--- src/rtl/mips_multicycle_control_if.sv ---
// Control bundle between the multicycle main FSM (master) and the MIPS32 datapath/memory (slave).
// mem_read/mem_write are requests held high until the cycle mem_ready=1 completes them; no transfer happens without both.
interface mips_multicycle_control_if;
    logic [5:0] opcode;
    logic       mem_ready;
    logic       pc_write;
    logic       pc_write_cond;
    logic       iord;
    logic       mem_read;
    logic       mem_write;
    logic       ir_write;
    logic       mem_to_reg;
    logic       reg_dst;
    logic       reg_write;
    logic       alu_src_a;
    logic [1:0] alu_src_b;
    logic [1:0] pc_source;
    logic [1:0] aluop;
    logic       illegal;

    modport master (
        input  opcode, mem_ready,
        output pc_write, pc_write_cond, iord, mem_read, mem_write, ir_write,
               mem_to_reg, reg_dst, reg_write, alu_src_a, alu_src_b,
               pc_source, aluop, illegal
    );

    modport slave (
        output opcode, mem_ready,
        input  pc_write, pc_write_cond, iord, mem_read, mem_write, ir_write,
               mem_to_reg, reg_dst, reg_write, alu_src_a, alu_src_b,
               pc_source, aluop, illegal
    );
endinterface

--- src/rtl/mips_multicycle_control.sv ---
// Multicycle MIPS32 main control FSM: fetch/decode/execute/memory/writeback sequencing,
// datapath enables, mux selects and the 2-bit aluop fed to the ALU control decoder.
module mips_multicycle_control #(
    parameter logic [3:0] RESET_STATE = 4'd0
) (
    input  logic                           clk,
    input  logic                           rst,
    mips_multicycle_control_if.master      ctrl,
    output logic [3:0]                     state
);
    typedef enum logic [3:0] {
        FETCH  = 4'd0,  DECODE = 4'd1,  MEMADR = 4'd2,  MEMRD  = 4'd3,
        MEMWB  = 4'd4,  MEMWR  = 4'd5,  EXEC   = 4'd6,  ALUWB  = 4'd7,
        BRANCH = 4'd8,  JUMP   = 4'd9,  ADDIEX = 4'd10, ADDIWB = 4'd11
    } state_t;

    localparam logic [5:0] OP_R    = 6'b000000;
    localparam logic [5:0] OP_LW   = 6'b100011;
    localparam logic [5:0] OP_SW   = 6'b101011;
    localparam logic [5:0] OP_BEQ  = 6'b000100;
    localparam logic [5:0] OP_J    = 6'b000010;
    localparam logic [5:0] OP_ADDI = 6'b001000;

    state_t state_q, state_d;

    logic       pc_write, pc_write_cond, iord, mem_read, mem_write, ir_write;
    logic       mem_to_reg, reg_dst, reg_write, alu_src_a, illegal;
    logic [1:0] alu_src_b, pc_source, aluop;

    always_ff @(posedge clk or negedge rst) begin
        if (!rst) state_q <= state_t'(RESET_STATE);
        else      state_q <= state_d;
    end

    always_comb begin
        state_d       = FETCH;
        pc_write      = 1'b0;
        pc_write_cond = 1'b0;
        iord          = 1'b0;
        mem_read      = 1'b0;
        mem_write     = 1'b0;
        ir_write      = 1'b0;
        mem_to_reg    = 1'b0;
        reg_dst       = 1'b0;
        reg_write     = 1'b0;
        alu_src_a     = 1'b0;
        alu_src_b     = 2'b00;
        pc_source     = 2'b00;
        aluop         = 2'b00;
        illegal       = 1'b0;

        case (state_q)
            FETCH: begin
                mem_read  = 1'b1;
                alu_src_b = 2'b01;
                if (ctrl.mem_ready) begin
                    ir_write = 1'b1;
                    pc_write = 1'b1;
                    state_d  = DECODE;
                end else begin
                    state_d  = FETCH;
                end
            end
            DECODE: begin
                // ALU precomputes PC + (signext << 2) so BRANCH finds the target in ALUOut.
                alu_src_b = 2'b11;
                case (ctrl.opcode)
                    OP_LW, OP_SW: state_d = MEMADR;
                    OP_R:         state_d = EXEC;
                    OP_BEQ:       state_d = BRANCH;
                    OP_J:         state_d = JUMP;
                    OP_ADDI:      state_d = ADDIEX;
                    default: begin
                        illegal = 1'b1;
                        state_d = FETCH;
                    end
                endcase
            end
            MEMADR: begin
                alu_src_a = 1'b1;
                alu_src_b = 2'b10;
                state_d   = (ctrl.opcode == OP_LW) ? MEMRD : MEMWR;
            end
            MEMRD: begin
                mem_read = 1'b1;
                iord     = 1'b1;
                state_d  = ctrl.mem_ready ? MEMWB : MEMRD;
            end
            MEMWB: begin
                reg_write  = 1'b1;
                mem_to_reg = 1'b1;
            end
            MEMWR: begin
                mem_write = 1'b1;
                iord      = 1'b1;
                state_d   = ctrl.mem_ready ? FETCH : MEMWR;
            end
            EXEC: begin
                alu_src_a = 1'b1;
                aluop     = 2'b10;
                state_d   = ALUWB;
            end
            ALUWB: begin
                reg_write = 1'b1;
                reg_dst   = 1'b1;
            end
            BRANCH: begin
                alu_src_a     = 1'b1;
                aluop         = 2'b01;
                pc_write_cond = 1'b1;
                pc_source     = 2'b01;
            end
            JUMP: begin
                pc_write  = 1'b1;
                pc_source = 2'b10;
            end
            ADDIEX: begin
                alu_src_a = 1'b1;
                alu_src_b = 2'b10;
                state_d   = ADDIWB;
            end
            ADDIWB: begin
                reg_write = 1'b1;
            end
            default: state_d = FETCH;
        endcase

        // Reset overrides the decode so no strobe (and no pending write) survives rst falling.
        if (!rst) begin
            pc_write      = 1'b0;
            pc_write_cond = 1'b0;
            iord          = 1'b0;
            mem_read      = 1'b0;
            mem_write     = 1'b0;
            ir_write      = 1'b0;
            mem_to_reg    = 1'b0;
            reg_dst       = 1'b0;
            reg_write     = 1'b0;
            alu_src_a     = 1'b0;
            alu_src_b     = 2'b01;
            pc_source     = 2'b00;
            aluop         = 2'b00;
            illegal       = 1'b0;
        end
    end

    assign ctrl.pc_write      = pc_write;
    assign ctrl.pc_write_cond = pc_write_cond;
    assign ctrl.iord          = iord;
    assign ctrl.mem_read      = mem_read;
    assign ctrl.mem_write     = mem_write;
    assign ctrl.ir_write      = ir_write;
    assign ctrl.mem_to_reg    = mem_to_reg;
    assign ctrl.reg_dst       = reg_dst;
    assign ctrl.reg_write     = reg_write;
    assign ctrl.alu_src_a     = alu_src_a;
    assign ctrl.alu_src_b     = alu_src_b;
    assign ctrl.pc_source     = pc_source;
    assign ctrl.aluop         = aluop;
    assign ctrl.illegal       = illegal;
    assign state              = state_q;
endmodule

--- src/flat_wrapper.sv ---
// flat-port wrapper written by rule: the top's interface ports become plain ports
module mips_multicycle_control_flat 
#(
    parameter logic [3:0] RESET_STATE = 4'd0
)
  (clk, rst, state, ctrl_opcode, ctrl_mem_ready, ctrl_pc_write, ctrl_pc_write_cond, ctrl_iord, ctrl_mem_read, ctrl_mem_write, ctrl_ir_write, ctrl_mem_to_reg, ctrl_reg_dst, ctrl_reg_write, ctrl_alu_src_a, ctrl_alu_src_b, ctrl_pc_source, ctrl_aluop, ctrl_illegal);
  mips_multicycle_control_if ctrl_i ();
  input  logic clk;
  input  logic rst;
  output logic [3:0] state;
  input wire logic [$bits(ctrl_i.opcode)-1:0] ctrl_opcode;
  input wire logic [$bits(ctrl_i.mem_ready)-1:0] ctrl_mem_ready;
  output wire logic [$bits(ctrl_i.pc_write)-1:0] ctrl_pc_write;
  output wire logic [$bits(ctrl_i.pc_write_cond)-1:0] ctrl_pc_write_cond;
  output wire logic [$bits(ctrl_i.iord)-1:0] ctrl_iord;
  output wire logic [$bits(ctrl_i.mem_read)-1:0] ctrl_mem_read;
  output wire logic [$bits(ctrl_i.mem_write)-1:0] ctrl_mem_write;
  output wire logic [$bits(ctrl_i.ir_write)-1:0] ctrl_ir_write;
  output wire logic [$bits(ctrl_i.mem_to_reg)-1:0] ctrl_mem_to_reg;
  output wire logic [$bits(ctrl_i.reg_dst)-1:0] ctrl_reg_dst;
  output wire logic [$bits(ctrl_i.reg_write)-1:0] ctrl_reg_write;
  output wire logic [$bits(ctrl_i.alu_src_a)-1:0] ctrl_alu_src_a;
  output wire logic [$bits(ctrl_i.alu_src_b)-1:0] ctrl_alu_src_b;
  output wire logic [$bits(ctrl_i.pc_source)-1:0] ctrl_pc_source;
  output wire logic [$bits(ctrl_i.aluop)-1:0] ctrl_aluop;
  output wire logic [$bits(ctrl_i.illegal)-1:0] ctrl_illegal;
  assign ctrl_i.opcode = ctrl_opcode;
  assign ctrl_i.mem_ready = ctrl_mem_ready;
  assign ctrl_pc_write = ctrl_i.pc_write;
  assign ctrl_pc_write_cond = ctrl_i.pc_write_cond;
  assign ctrl_iord = ctrl_i.iord;
  assign ctrl_mem_read = ctrl_i.mem_read;
  assign ctrl_mem_write = ctrl_i.mem_write;
  assign ctrl_ir_write = ctrl_i.ir_write;
  assign ctrl_mem_to_reg = ctrl_i.mem_to_reg;
  assign ctrl_reg_dst = ctrl_i.reg_dst;
  assign ctrl_reg_write = ctrl_i.reg_write;
  assign ctrl_alu_src_a = ctrl_i.alu_src_a;
  assign ctrl_alu_src_b = ctrl_i.alu_src_b;
  assign ctrl_pc_source = ctrl_i.pc_source;
  assign ctrl_aluop = ctrl_i.aluop;
  assign ctrl_illegal = ctrl_i.illegal;
  mips_multicycle_control #(.RESET_STATE(RESET_STATE)) u_core (.clk(clk), .rst(rst), .ctrl(ctrl_i), .state(state));
endmodule
--- config.mk ---
export PLATFORM = sky130hd
export DESIGN_NAME = mips_multicycle_control_flat
export DESIGN_NICKNAME = d
export VERILOG_FILES = /design/src/rtl/mips_multicycle_control_if.sv /design/src/rtl/mips_multicycle_control.sv /design/src/flat_wrapper.sv
export SDC_FILE = /design/constraint.sdc
export NUM_CORES = 1
export LEC_CHECK = 0
export BUFFER_PORTS_ARGS = -buffer_cell sky130_fd_sc_hd__buf_2
export CAP_MARGIN = 20
export CORE_MARGIN = 10
export CORE_UTILIZATION = 44
export DETAILED_ROUTE_END_ITERATION = 7
export HOLD_SLACK_MARGIN = 0.1
export MAX_ROUTING_LAYER = met4
export PLACE_DENSITY = 0.78
export SLEW_MARGIN = 20
export SYNTH_ARGS = -nofsm -noshare
export SYNTH_HDL_FRONTEND = slang
export SYNTH_SLANG_ARGS = --single-unit
--- constraint.sdc ---
create_clock -name clk -period 2.15 [get_ports clk]
set_clock_uncertainty 0.2 [all_clocks]
set_input_delay 0.43 -clock clk [delete_from_list [all_inputs] [get_ports clk]]
set_output_delay 0.43 -clock clk [all_outputs]
set_load 0.05 [all_outputs]
After elaboration in Yosys (flattened, before gate mapping)
Cells that the tools add are included.

Word-level logic and storage cells: 62. Register bits after elaboration: 4. Output and inout port bits: 21. Input bits: 9.

Equal/unequal tests: 16. Reduce and logical (&&, ||, !) cells: 9. Multiplexer cells: 36.

Operator list (count): $pmux W4 S7 (1); $mux W1 (24); $pmux W4 S5 (1); $eq A4 B3 Y1 const B (4); $eq A4 B4 Y1 const B (4); $eq A6 B6 Y1 const B (2); $mux W3 (3); $eq A4 B2 Y1 const B (2); $pmux W2 S2 (2); $reduce_or A2 Y1 (4); $eq A6 B2 Y1 const B (1); $eq A6 B3 Y1 const B (1); $eq A6 B4 Y1 const B (1); $logic_not A6 Y1 (1); $mux W2 (3); $pmux W2 S3 (1); $reduce_or A6 Y1 (1); $eq A4 B1 Y1 const B (1); $logic_not A4 Y1 (1); $reduce_or A4 Y1 (1); $reduce_or A3 Y1 (1); $pmux W1 S2 (1).

Depth between registers and ports, before layout
Depth in word-level cells: 5. Depth in mapped cells: 5.

Worst setup path before layout
OpenSTA, ideal clock, no wires.

Kind: register to output. Start: register u_core.state_q[2] (netlist: u_core.state[2]). End: output ctrl_ir_write. Arrival: 2759 ps. Cell stages (with the launch flop): 5. Setup slack: -1239 ps. Cells stage by stage: dfrtp_1 buf_2 nor2_1 nand2_1 nor4b_1.

Word-level cells in the longest chain between the ends: 3.

RTL lines: start, declared (RTL line mips_multicycle_control.sv:24) `state_t state_q, state_d;`; start signal, assigned (RTL line mips_multicycle_control.sv:31) `if (!rst) state_q <= state_t'(RESET_STATE);`; start signal, assigned (RTL line mips_multicycle_control.sv:32) `else state_q <= state_d;`; $logic_not A4 Y1 (RTL line mips_multicycle_control.sv:52) `case (state_q)`; $mux W1 (RTL line mips_multicycle_control.sv:52); $mux W1 (RTL line mips_multicycle_control.sv:129) `if (!rst) begin`; end, declared (RTL line flat_wrapper.sv:18) `output wire logic [$bits(ctrl_i.ir_write)-1:0] ctrl_ir_write;`.

No other way between the ends.

Worst setup path after layout
Start: register u_core.state_q[3] (netlist: u_core.state[3]). End: output ctrl_aluop[1].

Word-level cells in the longest chain between the ends: 3. Elaborated cells between the ends (all ways): 4. Classes of those cells: eq/ne: 2; mux: 2.

RTL lines: $eq A4 B4 Y1 / $eq A4 B3 Y1 (equally long branches) (RTL line mips_multicycle_control.sv:52); $pmux W2 S2 (*) (RTL line mips_multicycle_control.sv:52); $mux W2 (*) (RTL line mips_multicycle_control.sv:129); end, declared (RTL line flat_wrapper.sv:25) `output wire logic [$bits(ctrl_i.aluop)-1:0] ctrl_aluop;`.

Mark *: on every way between the ends. The rest lies on a longest branch, timed or not.

==> metrics.md <==
| Metric | Value |
|---|---|
| Met2 GRT Util | `23.35%` |
| Post-synth top flop | `dfrtp_1` |
| Global route total overflow | `0` |
| HPWL Detailed | `1.658 mm` |
| Post-Synth Adder-Cell Area | `0%` |
| Switch share | `48.06%` |
| Startpoint Class | `flip-flop` |
| Final Net Count | `143` |
| Clk sink count | `4` |
| Max reg flops | `4` |
| Synth async-reset ratio | `100.0%` |
| Path category of the worst min-delay check | `in -> reg` |
| Clock buffer depth | `2` |
| Post-layout min period | `2.294 ns` |
| Sequential share of the synthesized area | `16.99%` |
| Status | `finished with violations` |
| RSZ-0062 raised after global routing | `true` |
| Crit Path Max Fanout | `8` |
| GPL Wtd Cong | `0.8794` |
| Leading post-synthesis cells by cell area | `dfrtp_1 17%, nor2_1 6.4%, nor3_1 5.1%` |
| Tcrit/Tclk final | `106.7%` |
| Final hold vios | `0` |
| Reg-to-Reg End | `u_core.state[2]` |
| Worst-Margin Slew | `0.3888 ns` |
| Layout cells sized above 1 | `65.15%` |
| Post-synthesis cell area | `589.3 µm²` |
| First-pass GRT wire length | `3.663 mm` |
| Worst slew margin | `73.88%` |
| Post-DRT Antenna Nets | `0` |
| Worst Setup EP | `ctrl_aluop[1]` |
| Area delta synth->final | `100.2%` |
| Pleak | `0.4844 nW` |
| Largest net degree at the start of global routing | `11` |
| Clock-pin slew on the worst setup and hold paths | `0.04 ns` |
| Tot GR Track Use | `13.75%` |
| Total core area | `1285 µm²` |
| Die Wd | `56.60 µm` |
| Top Usage Layer GRT | `met2` |
| CTS root buf | `clkbuf_4` |
| Worst-Skew Late Latency | `0.24 ns` |
| CTS tree | `built` |
| Failing checks | `setup timing` |
| Avg Cell Area, Syn | `7.100 µm²` |
| Main combinational cell family by area after synthesis | `simple AND/OR/NAND/NOR gates` |
| Vias after detailed routing | `928` |
| Port Buffers | `29` |
| WS Path Type | `reg -> out` |
| Initial antenna violation count | `0` |
| Cells after synthesis | `83` |
| Syn nets | `92` |
| Routed len/inst | `21.53 µm` |
| Reg2Reg Depth | `5` |
| Max Cap Viol | `0` |
| Initial DRC count | `74` |
| Placed insts | `132` |
| Pwr Density | `425.2 nW/µm²` |
| Clock Power Share | `19.7%` |
| Count leader, synth | `nor2_1` |
| Met1 Use GR | `14.38%` |
| Starting density of the core | `45.86%` |
| Number of global-route vias before repair | `826` |
| Syn. warnings | `0` |
| H-Tree Depth | `1` |
| Netlist cell types | `33` |
| Die area | `3203 µm²` |
| Setup_tns | `-0.3127 ns` |
| Top-area cell type share of the netlist area | `16.99%` |
| CP Data Required Time | `1.52 ns` |
| Worst r2r src | `u_core.state[1]` |
| Post-synth top cells | `10 x nor2_1, 7 x nand2_1, 6 x nor3_1, 6 x o21ai_0` |
| Sequential Power Share | `19.0%` |
| Max-slew violations | `0` |
| Fmax | `436.0 MHz` |
| Synth Area in Simple Gates | `43.31%` |
| Final setup margin | `-0.1438 ns` |
| Synth Area in XOR/XNOR | `5.945%` |
| Pre-CTS WS | `-0.05712 ns` |
| R2R setup slack | `0.33 ns` |
| Cts bufs inserted | `3` |
| Synth Area in Compound Gates | `22.29%` |
| Post-synth EDFFs | `0` |
| Drt first pass iters | `5` |
| Final setup vio count | `7` |
| DRC | `0` |
| Die height | `56.60 µm` |
| Maximum VDD drop | `0.0003215 V` |
| Arr. time, crit path | `1.66 ns` |
| Psw | `0.0002411 W` |
| Vias per inst | `6.313` |
| Post-synthesis mux area share | `0%` |
| Comb power frac | `61.3%` |
| Finished Layout Cells | `147` |
| Routed WL | `3.165 mm` |
| Floorplan row count | `13` |
| Ant. Diodes | `0` |
| Total power | `0.0005016 W` |
| Int Pwr | `0.0002605 W` |
| Setup crit start | `u_core.state[3]` |
| GR Util met3 | `3.596%` |
| CP Capture Type | `output pin` |
| Cell taking the most area after synthesis | `dfrtp_1` |
| Number of I/O pins | `30` |
| Synthesized flop and latch total | `4` |
## placed cells by master, fill, tap and decap left out, types with 3 or more instances in the layout
cell and n:
clkbuf_4 7, nor3_4 3, nor2_1 7, buf_6 10
nor2_2 4, nand2b_1 3, a21oi_1 3, buf_4 22
buf_2 16, nand3_1 3, nand2_1 6, o21ai_0 6
dfrtp_2 4
## power by group through the flow
| stage | clock (W) | sequential (W) | combinational [W] |
|---|---|---|---|
| 2_1_floorplan | 0 | 0.000105 | 0.000179 |
| 5_1_grt | 0.000105 | 0.0000957 | 0.000319 |
| 4_1_cts | 0.0000963 | 0.0000941 | 0.000270 |
| 3_5_place_dp | 0 | 0.0000953 | 0.000253 |
| 3_3_place_gp | 0 | 0.0000946 | 0.000249 |
| 6_report | 0.0000987 | 0.0000954 | 0.000308 |
## how the worst min path moves through the flow
stage,start,endpoint,slack [ns],depth (start not counted)
3_5_place_dp,rst,u_core.state[0],0.11,1
3_3_place_gp,rst,u_core.state[0],0.11,1
5_1_grt,ctrl_opcode[1],u_core.state[2],0.39,3
4_1_cts,ctrl_opcode[1],u_core.state[2],0.36,3
2_1_floorplan,rst,u_core.state[0],-0.07,0
6_report,ctrl_opcode[1],u_core.state[2],0.37,3
## per-stage QoR
step           hold WS [ns]  utilization (%)  cell area, µm²
6_report             0.3743            91.82            1180
5_1_grt              0.3869            91.82            1180
4_1_cts              0.3609            82.08            1055
3_5_place_dp         0.1116            74.59           958.4
3_3_place_gp         0.1098            74.59           958.4
2_1_floorplan      -0.06559                -           769.5
## critical path, stage by stage (launching register included)
cell      delay, ns
dfrtp_2        0.46
buf_12         0.16
nand3b_1       0.30
nor2_1         0.30
buf_6          0.20
## timing repair
item	CTS	global route
endpoints found under the hold margin	1	0
pin swaps	1	2
buffers inserted	2	8
gates resized for setup	13	17
endpoints found under the setup margin	11	15
hold buffers	2	0
## metal layers
layer | vias up | part of all wire (%)
li1 | 397 | -
met1 | 435 | 34
met2 | 77 | 53
met3 | 19 | 7.9
met4 | 0 | 5.1
met5 | - | 0
## layout make-up
cell class / instances / area, µm²
fill: 56 / 105.1
inverter: 1 / 7.507
clock buffer: 3 / 22.52
sequential: 4 / 105.1
timing repair buffer: 56 / 432.9
multi-input combinational: 68 / 593.1
tap: 15 / 18.77
## kinds of logic (layout without fill, tap and decap cells)
| family | Yosys count | count (layout) |
|---|---|---|
| xor gates and xnor gates | 4 | 4 |
| AOI/OAI and AO/OA | 19 | 19 |
| DFF | 4 | 4 |
| buffers and inverters | 11 | 60 |
| and+or+nand+nor | 45 | 45 |
Power figures use the tool's default switching activity.
